==> src/rtl/conv_deser_pkg.sv <==
// rtl/conv_deser_pkg.sv - shared types and constants for the serial-to-parallel deserializer
package conv_deser_pkg;

    typedef enum logic [1:0] {
        ST_HUNT   = 2'd0,
        ST_VERIFY = 2'd1,
        ST_LOCKED = 2'd2
    } deser_state_t;

    localparam logic [7:0] DEFAULT_SYNC_WORD = 8'hB8;

    localparam int BIT_CNT_W    = 3;
    localparam int WORD_CNT_W   = 8;
    localparam int VERIFY_CNT_W = 4;
    localparam int MISS_CNT_W   = 4;

endpackage

==> src/rtl/conv_deser_align_fsm.sv <==
// rtl/conv_deser_align_fsm.sv - word/frame alignment, lock verification and miss tracking
module conv_deser_align_fsm
    import conv_deser_pkg::*;
#(
    parameter int FRAME_WORDS  = 16,
    parameter int VERIFY_COUNT = 2,
    parameter int MISS_LIMIT   = 2
) (
    input  logic         clk,
    input  logic         rst_n,
    input  logic         sync_match,
    output deser_state_t state,
    output logic         data_en,
    output logic         sync_en,
    output logic         err_en
);

    logic [BIT_CNT_W-1:0]    bit_cnt;
    logic [WORD_CNT_W-1:0]   word_cnt;
    logic [VERIFY_CNT_W-1:0] verify_cnt;
    logic [MISS_CNT_W-1:0]   miss_cnt;
    logic [WORD_CNT_W-1:0]   word_next;
    logic                    word_done;
    logic                    slot0;

    // Word boundaries only exist once a sync word has fixed the bit phase
    always_comb begin
        word_done = (state != ST_HUNT) && (bit_cnt == BIT_CNT_W'(7));
        slot0     = (word_cnt == '0);
        word_next = (word_cnt == WORD_CNT_W'(FRAME_WORDS - 1)) ? '0 : word_cnt + WORD_CNT_W'(1);
        data_en   = word_done && (state == ST_LOCKED) && !slot0;
        sync_en   = word_done && (state == ST_LOCKED) && slot0 && sync_match;
        err_en    = word_done && (state == ST_LOCKED) && slot0 && !sync_match;
    end

    // Alignment state machine with bit, word, verify and miss counters
    always_ff @(posedge clk or negedge rst_n) begin
        if (!rst_n) begin
            state      <= ST_HUNT;
            bit_cnt    <= '0;
            word_cnt   <= '0;
            verify_cnt <= '0;
            miss_cnt   <= '0;
        end else begin
            case (state)
                ST_HUNT: begin
                    bit_cnt  <= '0;
                    word_cnt <= '0;
                    if (sync_match) begin
                        // The matching bits were the sync slot, so the next bit starts slot 1
                        word_cnt   <= WORD_CNT_W'(1);
                        verify_cnt <= '0;
                        state      <= ST_VERIFY;
                    end
                end
                ST_VERIFY: begin
                    bit_cnt <= bit_cnt + BIT_CNT_W'(1);
                    if (word_done) begin
                        word_cnt <= word_next;
                        if (slot0) begin
                            if (!sync_match) begin
                                state <= ST_HUNT;
                            end else if (verify_cnt + VERIFY_CNT_W'(1) == VERIFY_CNT_W'(VERIFY_COUNT)) begin
                                miss_cnt <= '0;
                                state    <= ST_LOCKED;
                            end else begin
                                verify_cnt <= verify_cnt + VERIFY_CNT_W'(1);
                            end
                        end
                    end
                end
                ST_LOCKED: begin
                    bit_cnt <= bit_cnt + BIT_CNT_W'(1);
                    if (word_done) begin
                        word_cnt <= word_next;
                        if (slot0 && sync_match) begin
                            miss_cnt <= '0;
                        end else if (slot0) begin
                            miss_cnt <= miss_cnt + MISS_CNT_W'(1);
                            if (miss_cnt + MISS_CNT_W'(1) == MISS_CNT_W'(MISS_LIMIT)) begin
                                state <= ST_HUNT;
                            end
                        end
                    end
                end
                default: state <= ST_HUNT;
            endcase
        end
    end

endmodule

==> src/rtl/conv_tree_deserializer.sv <==
// rtl/conv_tree_deserializer.sv - rebuilds framed 8-bit words from the serializer tree bit stream
module conv_tree_deserializer
    import conv_deser_pkg::*;
#(
    parameter int               WIDTH        = 8,
    parameter logic [WIDTH-1:0] SYNC_WORD    = DEFAULT_SYNC_WORD,
    parameter int               FRAME_WORDS  = 16,
    parameter int               VERIFY_COUNT = 2,
    parameter int               MISS_LIMIT   = 2
) (
    input  logic             CLK,
    input  logic             RESET_N,
    input  logic             SERIAL_IN,
    output logic [WIDTH-1:0] PAR_OUT,
    output logic             PAR_VALID,
    output logic             SYNC_PULSE,
    output logic             ALIGN_ERR,
    output logic             LOCKED
);

    // Only the seven oldest bits need storing; the newest comes straight from SERIAL_IN
    logic [WIDTH-2:0] sr;
    logic [WIDTH-1:0] w;
    logic             sync_match;
    deser_state_t     state;
    logic             data_en;
    logic             sync_en;
    logic             err_en;

    // Candidate word is the eight most recent bits, first-received in the MSB
    always_comb begin
        w          = {sr, SERIAL_IN};
        sync_match = (w == SYNC_WORD);
    end

    // Serial shift register
    always_ff @(posedge CLK or negedge RESET_N) begin
        if (!RESET_N) begin
            sr <= '0;
        end else begin
            sr <= w[WIDTH-2:0];
        end
    end

    conv_deser_align_fsm #(
        .FRAME_WORDS  (FRAME_WORDS),
        .VERIFY_COUNT (VERIFY_COUNT),
        .MISS_LIMIT   (MISS_LIMIT)
    ) u_align_fsm (
        .clk        (CLK),
        .rst_n      (RESET_N),
        .sync_match (sync_match),
        .state      (state),
        .data_en    (data_en),
        .sync_en    (sync_en),
        .err_en     (err_en)
    );

    // Registered data word and one-cycle strobes
    always_ff @(posedge CLK or negedge RESET_N) begin
        if (!RESET_N) begin
            PAR_OUT    <= '0;
            PAR_VALID  <= 1'b0;
            SYNC_PULSE <= 1'b0;
            ALIGN_ERR  <= 1'b0;
        end else begin
            PAR_VALID  <= data_en;
            SYNC_PULSE <= sync_en;
            ALIGN_ERR  <= err_en;
            if (data_en) begin
                PAR_OUT <= w;
            end
        end
    end

    assign LOCKED = (state == ST_LOCKED);

endmodule
==> config.mk <==
export PLATFORM = sky130hd
export DESIGN_NAME = conv_tree_deserializer
export DESIGN_NICKNAME = d
export VERILOG_FILES = /design/src/rtl/conv_deser_pkg.sv /design/src/rtl/conv_deser_align_fsm.sv /design/src/rtl/conv_tree_deserializer.sv
export SDC_FILE = /design/constraint.sdc
export NUM_CORES = 1
export LEC_CHECK = 0
export BUFFER_PORTS_ARGS = -buffer_cell sky130_fd_sc_hd__buf_2
export CELL_PAD_IN_SITES_DETAIL_PLACEMENT = 0
export CELL_PAD_IN_SITES_GLOBAL_PLACEMENT = 1
export CORE_MARGIN = 2
export CORE_UTILIZATION = 42
export DETAILED_ROUTE_END_ITERATION = 8
export PLACE_DENSITY = 0.71
export SYNTH_ARGS = -nofsm -noshare
export SYNTH_HDL_FRONTEND = slang
export SYNTH_SLANG_ARGS = --single-unit
==> constraint.sdc <==
create_clock -name CLK -period 2.05 [get_ports CLK]
set_input_delay 0.205 -clock CLK [delete_from_list [all_inputs] [get_ports CLK]]
set_output_delay 0.205 -clock CLK [all_outputs]
set_load 0.005 [all_outputs]
# [Word-level counts from Yosys, hierarchy flattened]
# Index checks and enable logic that the tools add are counted.
# W data, S select, Z words.
[word_totals] register_bits=39 wordCells=83
[classes] addsub=4 eq_ne=20 muxes=29 reduce_logical=20
[ops] operator="$mux W4" n=12
[ops] operator="$mux W2" n=9
[ops] operator="$ne A2 B1 Y1 const B" n=9
[ops] operator="$mux W8" n=2
[ops] operator="$pmux W4 S2" n=2
[ops] operator="$pmux W8 S2" n=1
[ops] operator="$add A4 B1 Y4 const B" n=2
[ops] operator="$add A8 B1 Y8 const B" n=1
[ops] operator="$eq A4 B2 Y1 const B" n=2
[ops] operator="$eq A8 B4 Y1 const B" n=1
[ops] operator="$eq A8 B8 Y1 const B" n=1
[ops] operator="$logic_not A8 Y1" n=1
[ops] operator="$reduce_and A8 Y1" n=1
[ops] operator="$reduce_bool A2 Y1" n=4
[ops] operator="$logic_and A1 B1 Y1" n=7
[ops] operator="$reduce_and A7 Y1" n=1
[ops] operator="$pmux W2 S3" n=1
[ops] operator="$pmux W3 S2" n=1
[ops] operator="$reduce_and A6 Y1" n=1
[ops] operator="$ne A2 B2 Y1 const B" n=2
[ops] operator="$add A3 B1 Y3 const B" n=1
[ops] operator="$eq A3 B3 Y1 const B" n=1
[ops] operator="$ne A3 B1 Y1 const B" n=1
[ops] operator="$ne A3 B3 Y1 const B" n=1
[ops] operator="7 further kinds" n=8

# [Depth between registers and ports, before layout]
[logic_depth] word_depth=7 ltp_mapped=7 depth_no_buf=7

# [By module]
# From an unflattened synthesis, not the netlist that was laid out.
[unflattened] hier_cells=194 area_unflattened_um2=2020.7
[by_module_without_submodules] mod="conv_deser_align_fsm" n_inst=1 cells_each=163 area_per_inst_um2=1411.4 seq_area_each_um2=525.5
[by_module_without_submodules] mod="conv_tree_deserializer" n_inst=1 cells_each=31 area_per_inst_um2=609.3 seq_area_each_um2=450.4

# [Least setup slack after synthesis]
# No wires, ideal clock.
[synth_timing] path_type="reg-to-reg" from="reg u_align_fsm.word_cnt[0]" to="reg u_align_fsm.state[0]" setup_ns=0.079 arrival_ns=2.035 setup_slack_ns=-0.064 path_stages_with_launch=8 synth_period_minus_slack_ns=2.114 path_cell_list="dfrtp_1 > inv_1 > ha_1 > or3b_2 > o31a_1 > o32a_1 > a311oi_1 > mux2i_1"
[synth_between] elab_chain_cells=4 elab_cells_between_ends=6
[synth_lines] item="from (decl)" line_no="conv_deser_align_fsm.sv:19" source="logic [WORD_CNT_W-1:0] word_cnt;"
[synth_lines] item="from (signal assigned)" line_no="conv_deser_align_fsm.sv:59" source="word_cnt <= word_next;"
[synth_lines] item="from (signal assigned)" line_no="conv_deser_align_fsm.sv:75" source="word_cnt <= word_next;"
[synth_lines] item="$logic_not A8 Y1 (*)" line_no="conv_deser_align_fsm.sv:29" source="slot0 = (word_cnt == '0);"
[synth_lines] item="$logic_and A1 B1 Y1" line_no="conv_deser_align_fsm.sv:76" source="if (slot0 && sync_match) begin"
[synth_lines] item="$ne A2 B2 Y1 (no line)"
[synth_lines] item="$reduce_and A8 Y1 (no line) (*)"
[synth_lines] item="to (signal assigned)" line_no="conv_deser_align_fsm.sv:39" source="state <= ST_HUNT;"
[synth_lines] item="to (signal assigned)" line_no="conv_deser_align_fsm.sv:81" source="state <= ST_HUNT;"
[synth_lines] item="to (signal assigned)" line_no="conv_deser_align_fsm.sv:86" source="default: state <= ST_HUNT;"
[synth_lines] item="to (decl)" line_no="conv_deser_align_fsm.sv:12" source="output deser_state_t state,"
# Every way passes the cells marked *; elsewhere a longest branch is shown, timed or not.
# A chain may end at the register's enable or synchronous reset.

# [Worst setup path after layout]
[layout_timing] from="reg u_align_fsm.word_cnt[4]" to="reg u_align_fsm.state[1]"
# Same word-level chain as after synthesis.

==> metrics.txt <==
dominant cell type by area after synthesis dfrtp_1; Nets 257; Post-Syn Instances 194; initial antenna violation count 0; CP Class reg2reg; FF-to-FF End u_align_fsm.state[1]; full die area about 5400 µm²; flip-flop and latch area 975.9 µm²; final hold slack ~26 ps; Slew HR 40.46%; Max H-tree Level 2; Post-DP Area 2367 µm²; Slowest-stage cell, CP or4_4; Combinational Power Share 34.9%; placed cells 285; Crit path required time 2260 ps; CTS sink cnt 39; IO Port Bufs 14; synth unique cells between 40 and 50; final WL 4462 µm; Final Hold Vio Count 0; Synth warnings 0; maximum clock frequency about 490 MHz; reg2reg path depth 5; max-slew violation count 0; clock group share of total power 29.7%; Setup TNS Final -1.364 ps; WP data arrival about 2300 ps; DP Worst Slack -77.48 ps; WL per Instance 15.02 µm; Seq/Total Area, Yosys ~48%; row count 25; post-route cell area ~2600 µm²; gr ovfl total 0; pwr dens between 900 and 1000 nW/µm²; Worst Setup Start Kind flop; first-pass GRT wire length 7734 µm; Vias around 1,700; Max VDD drop 0.0006851 V; Setup crit end kind flop; clk root buf clkbuf_8; crit path buf inv count 0; layout cells sized above 1 32.92%; leakage 1.210 nW; Pwr Total 2.550 mW; status finished with violations; origin of the critical flop-to-flop path u_align_fsm.word_cnt[4]; Multi-input gate area 1075 µm²; number of global-route vias before repair approximately 1,700; Synth Flop Type dfrtp_1; syn_nets 209; Worst Path Max Fanout 5; violated checks negative setup slack; Final Cycle Share 100.1%; final number of setup-violating endpoints 1; Max Clock Skew 8.845 ps; RSZ-0062 raised after global routing true; post-route ant nets 0; Area growth syn-to-layout 27.37%; die span in y between 70 and 80 µm; Vias/cell between 5 and 6; Cell Area, Synth roughly 2000 µm²; slowest cell delay on critical path 580 ps; Synth top area share 47.97%; Sw Pwr 0.8283 mW; starting DRC count in detailed routing 61; total CTS buffers 5; Pre-Repair DR Iteration Count 4; Util after Layout 55.23%; worst-path cell chain or4_4 -> o31a_1 -> o32a_1 -> or3_1 -> a22oi_1; initial cell density of the core 43.36%; largest net degree at the start of global routing 40; Placer Congestion 0.8022; Total GRT Usage between 10% and 20%; DP Wirelength 3299 µm; max-capacitance violation count 0; Slew @ Worst Pin around 890 ps; crit-path leading delay family simple AND/OR/NAND/NOR gates; CTS Hold Bufs 0; Final min period just over 2000 ps; ant diodes 0; # IOs 15; die width 73.60 µm; clock tree buffer depth 2; Non-Filler Instances 297; FF+latch count, synth 39; sw frac 32.48%; PnR worst setup slack -1.364 ps; DRC errors left 0; slack of the worst reg-to-reg path -1 ps; FILL cells 416; Hold Path Class in2async; clk slew on worst S/H paths roughly 80 ps; EDFF count, synth 0; CTS tree yes; Core Footprint 4692 µm²; insertion delay of the later-clocked pin in the worst-skew pair 290 ps; share of flip-flops with an asynchronous set or reset 100.0%; P_int 1.721 mW; Synth area leaders dfrtp_1, ha_1, mux2_2; share of total power in sequential cells 35.4%; Synth Area per Inst 10.49 µm²
==> repair_timing <==
| action | 4_1_cts | 5_1_grt |
|---|---|---|
| endpoints found under the setup margin | 7 | 19 |
| pin swaps | 3 | 3 |
| buffers inserted | 2 | 2 |
| gates resized for setup | 5 | 9 |
==> cell usage after synthesis, drive strengths merged (3+ instances only) <==
cell    count
clkbuf      3
nand2b      3
mux2       10
o31ai       3
nor2        8
a22o        4
nand3      11
o21ai      20
and3        4
inv         8
nand2      22
dfrtp      39
nor3        6
ha         12
mux2i       4
==> cell usage in the layout (no fill, tap or decap), types with 2 or more instances in the layout <==
cell       count
a21bo_2        2
a22o_1         4
a31oi_1        2
a32o_1         2
and3_1         4
buf_2         14
buf_4         30
bufinv_16      2
clkbuf_8       5
dfrtp_1       39
ha_1           9
ha_2           3
inv_1          7
mux2_2         9
mux2i_1        3
nand2_1       22
nand2b_1       3
nand3_1       11
nand3b_1       2
nand4b_1       2
nor2_1         8
nor3_1         5
o211ai_1       2
o21ai_0       19
o2bb2ai_1      2
o31a_1         2
o31ai_1        3
==> routing by layer <==
metal / share of wire [%] / routed length, µm / global-route usage [%] / vias to the layer above
li1: - / - / - / 817
met1: 46 / 2049 / 25.11 / 815
met5: 0 / 0 / 0 / -
met3: 3.4 / 151 / 3.841 / 4
met2: 50 / 2215 / 30.16 / 32
met4: 1.0 / 46 / 6.263 / 0
==> state kept, by name (all words and copies together) (netlist names) <==
signal	count
PAR_OUT	8
u_align_fsm.state	2
SYNC_PULSE	1
u_align_fsm.bit_cnt	3
sr	7
ALIGN_ERR	1
u_align_fsm.word_cnt	8
u_align_fsm.miss_cnt	4
u_align_fsm.verify_cnt	4
PAR_VALID	1
==> worst max-delay path by stage <==
| stage | startpoint | end | cells after the start |
|---|---|---|---|
| 2_1_floorplan | u_align_fsm.word_cnt[4] | u_align_fsm.state[1] | 6 |
| 3_3_place_gp | u_align_fsm.word_cnt[4] | u_align_fsm.miss_cnt[3] | 6 |
| 3_5_place_dp | u_align_fsm.word_cnt[4] | u_align_fsm.miss_cnt[3] | 6 |
| 4_1_cts | u_align_fsm.word_cnt[1] | u_align_fsm.state[1] | 7 |
| 5_1_grt | u_align_fsm.word_cnt[0] | u_align_fsm.verify_cnt[2] | 7 |
| 6_report | u_align_fsm.word_cnt[4] | u_align_fsm.state[1] | 5 |
==> power groups by stage <==
stage          Clock (mW)  Combinational [mW]  Sequential [mW]
2_1_floorplan           0               0.540            0.908
3_3_place_gp            0               0.793            0.913
3_5_place_dp            0               0.831            0.918
4_1_cts             0.779               0.847            0.903
5_1_grt             0.815               0.999            0.911
6_report            0.758               0.890            0.902
==> area by class of cell <==
type | count | share of cell area, %
Sequential cell | 39 | 37.66
Inverter | 8 | 1.159
Multi-Input combinational cell | 143 | 41.48
Clock inverter | 3 | 2.607
Clock buffer | 5 | 2.656
Timing Repair Buffer | 45 | 11.83
Tap cell | 54 | 2.607
==> cell families after synthesis <==
family                     after synthesis  share of synthesized area, %
DFF                                     39                         47.97
buffers and inverters                   12                         2.275
muxes                                   14                         7.503
AOI/OAI and AO/OA                       48                         17.04
xor gates and xnor gates                 1                        0.4306
and+or+nand+nor                         68                         17.41
adders and majority gates               12                         7.380
(Power assumes the default switching activity.)
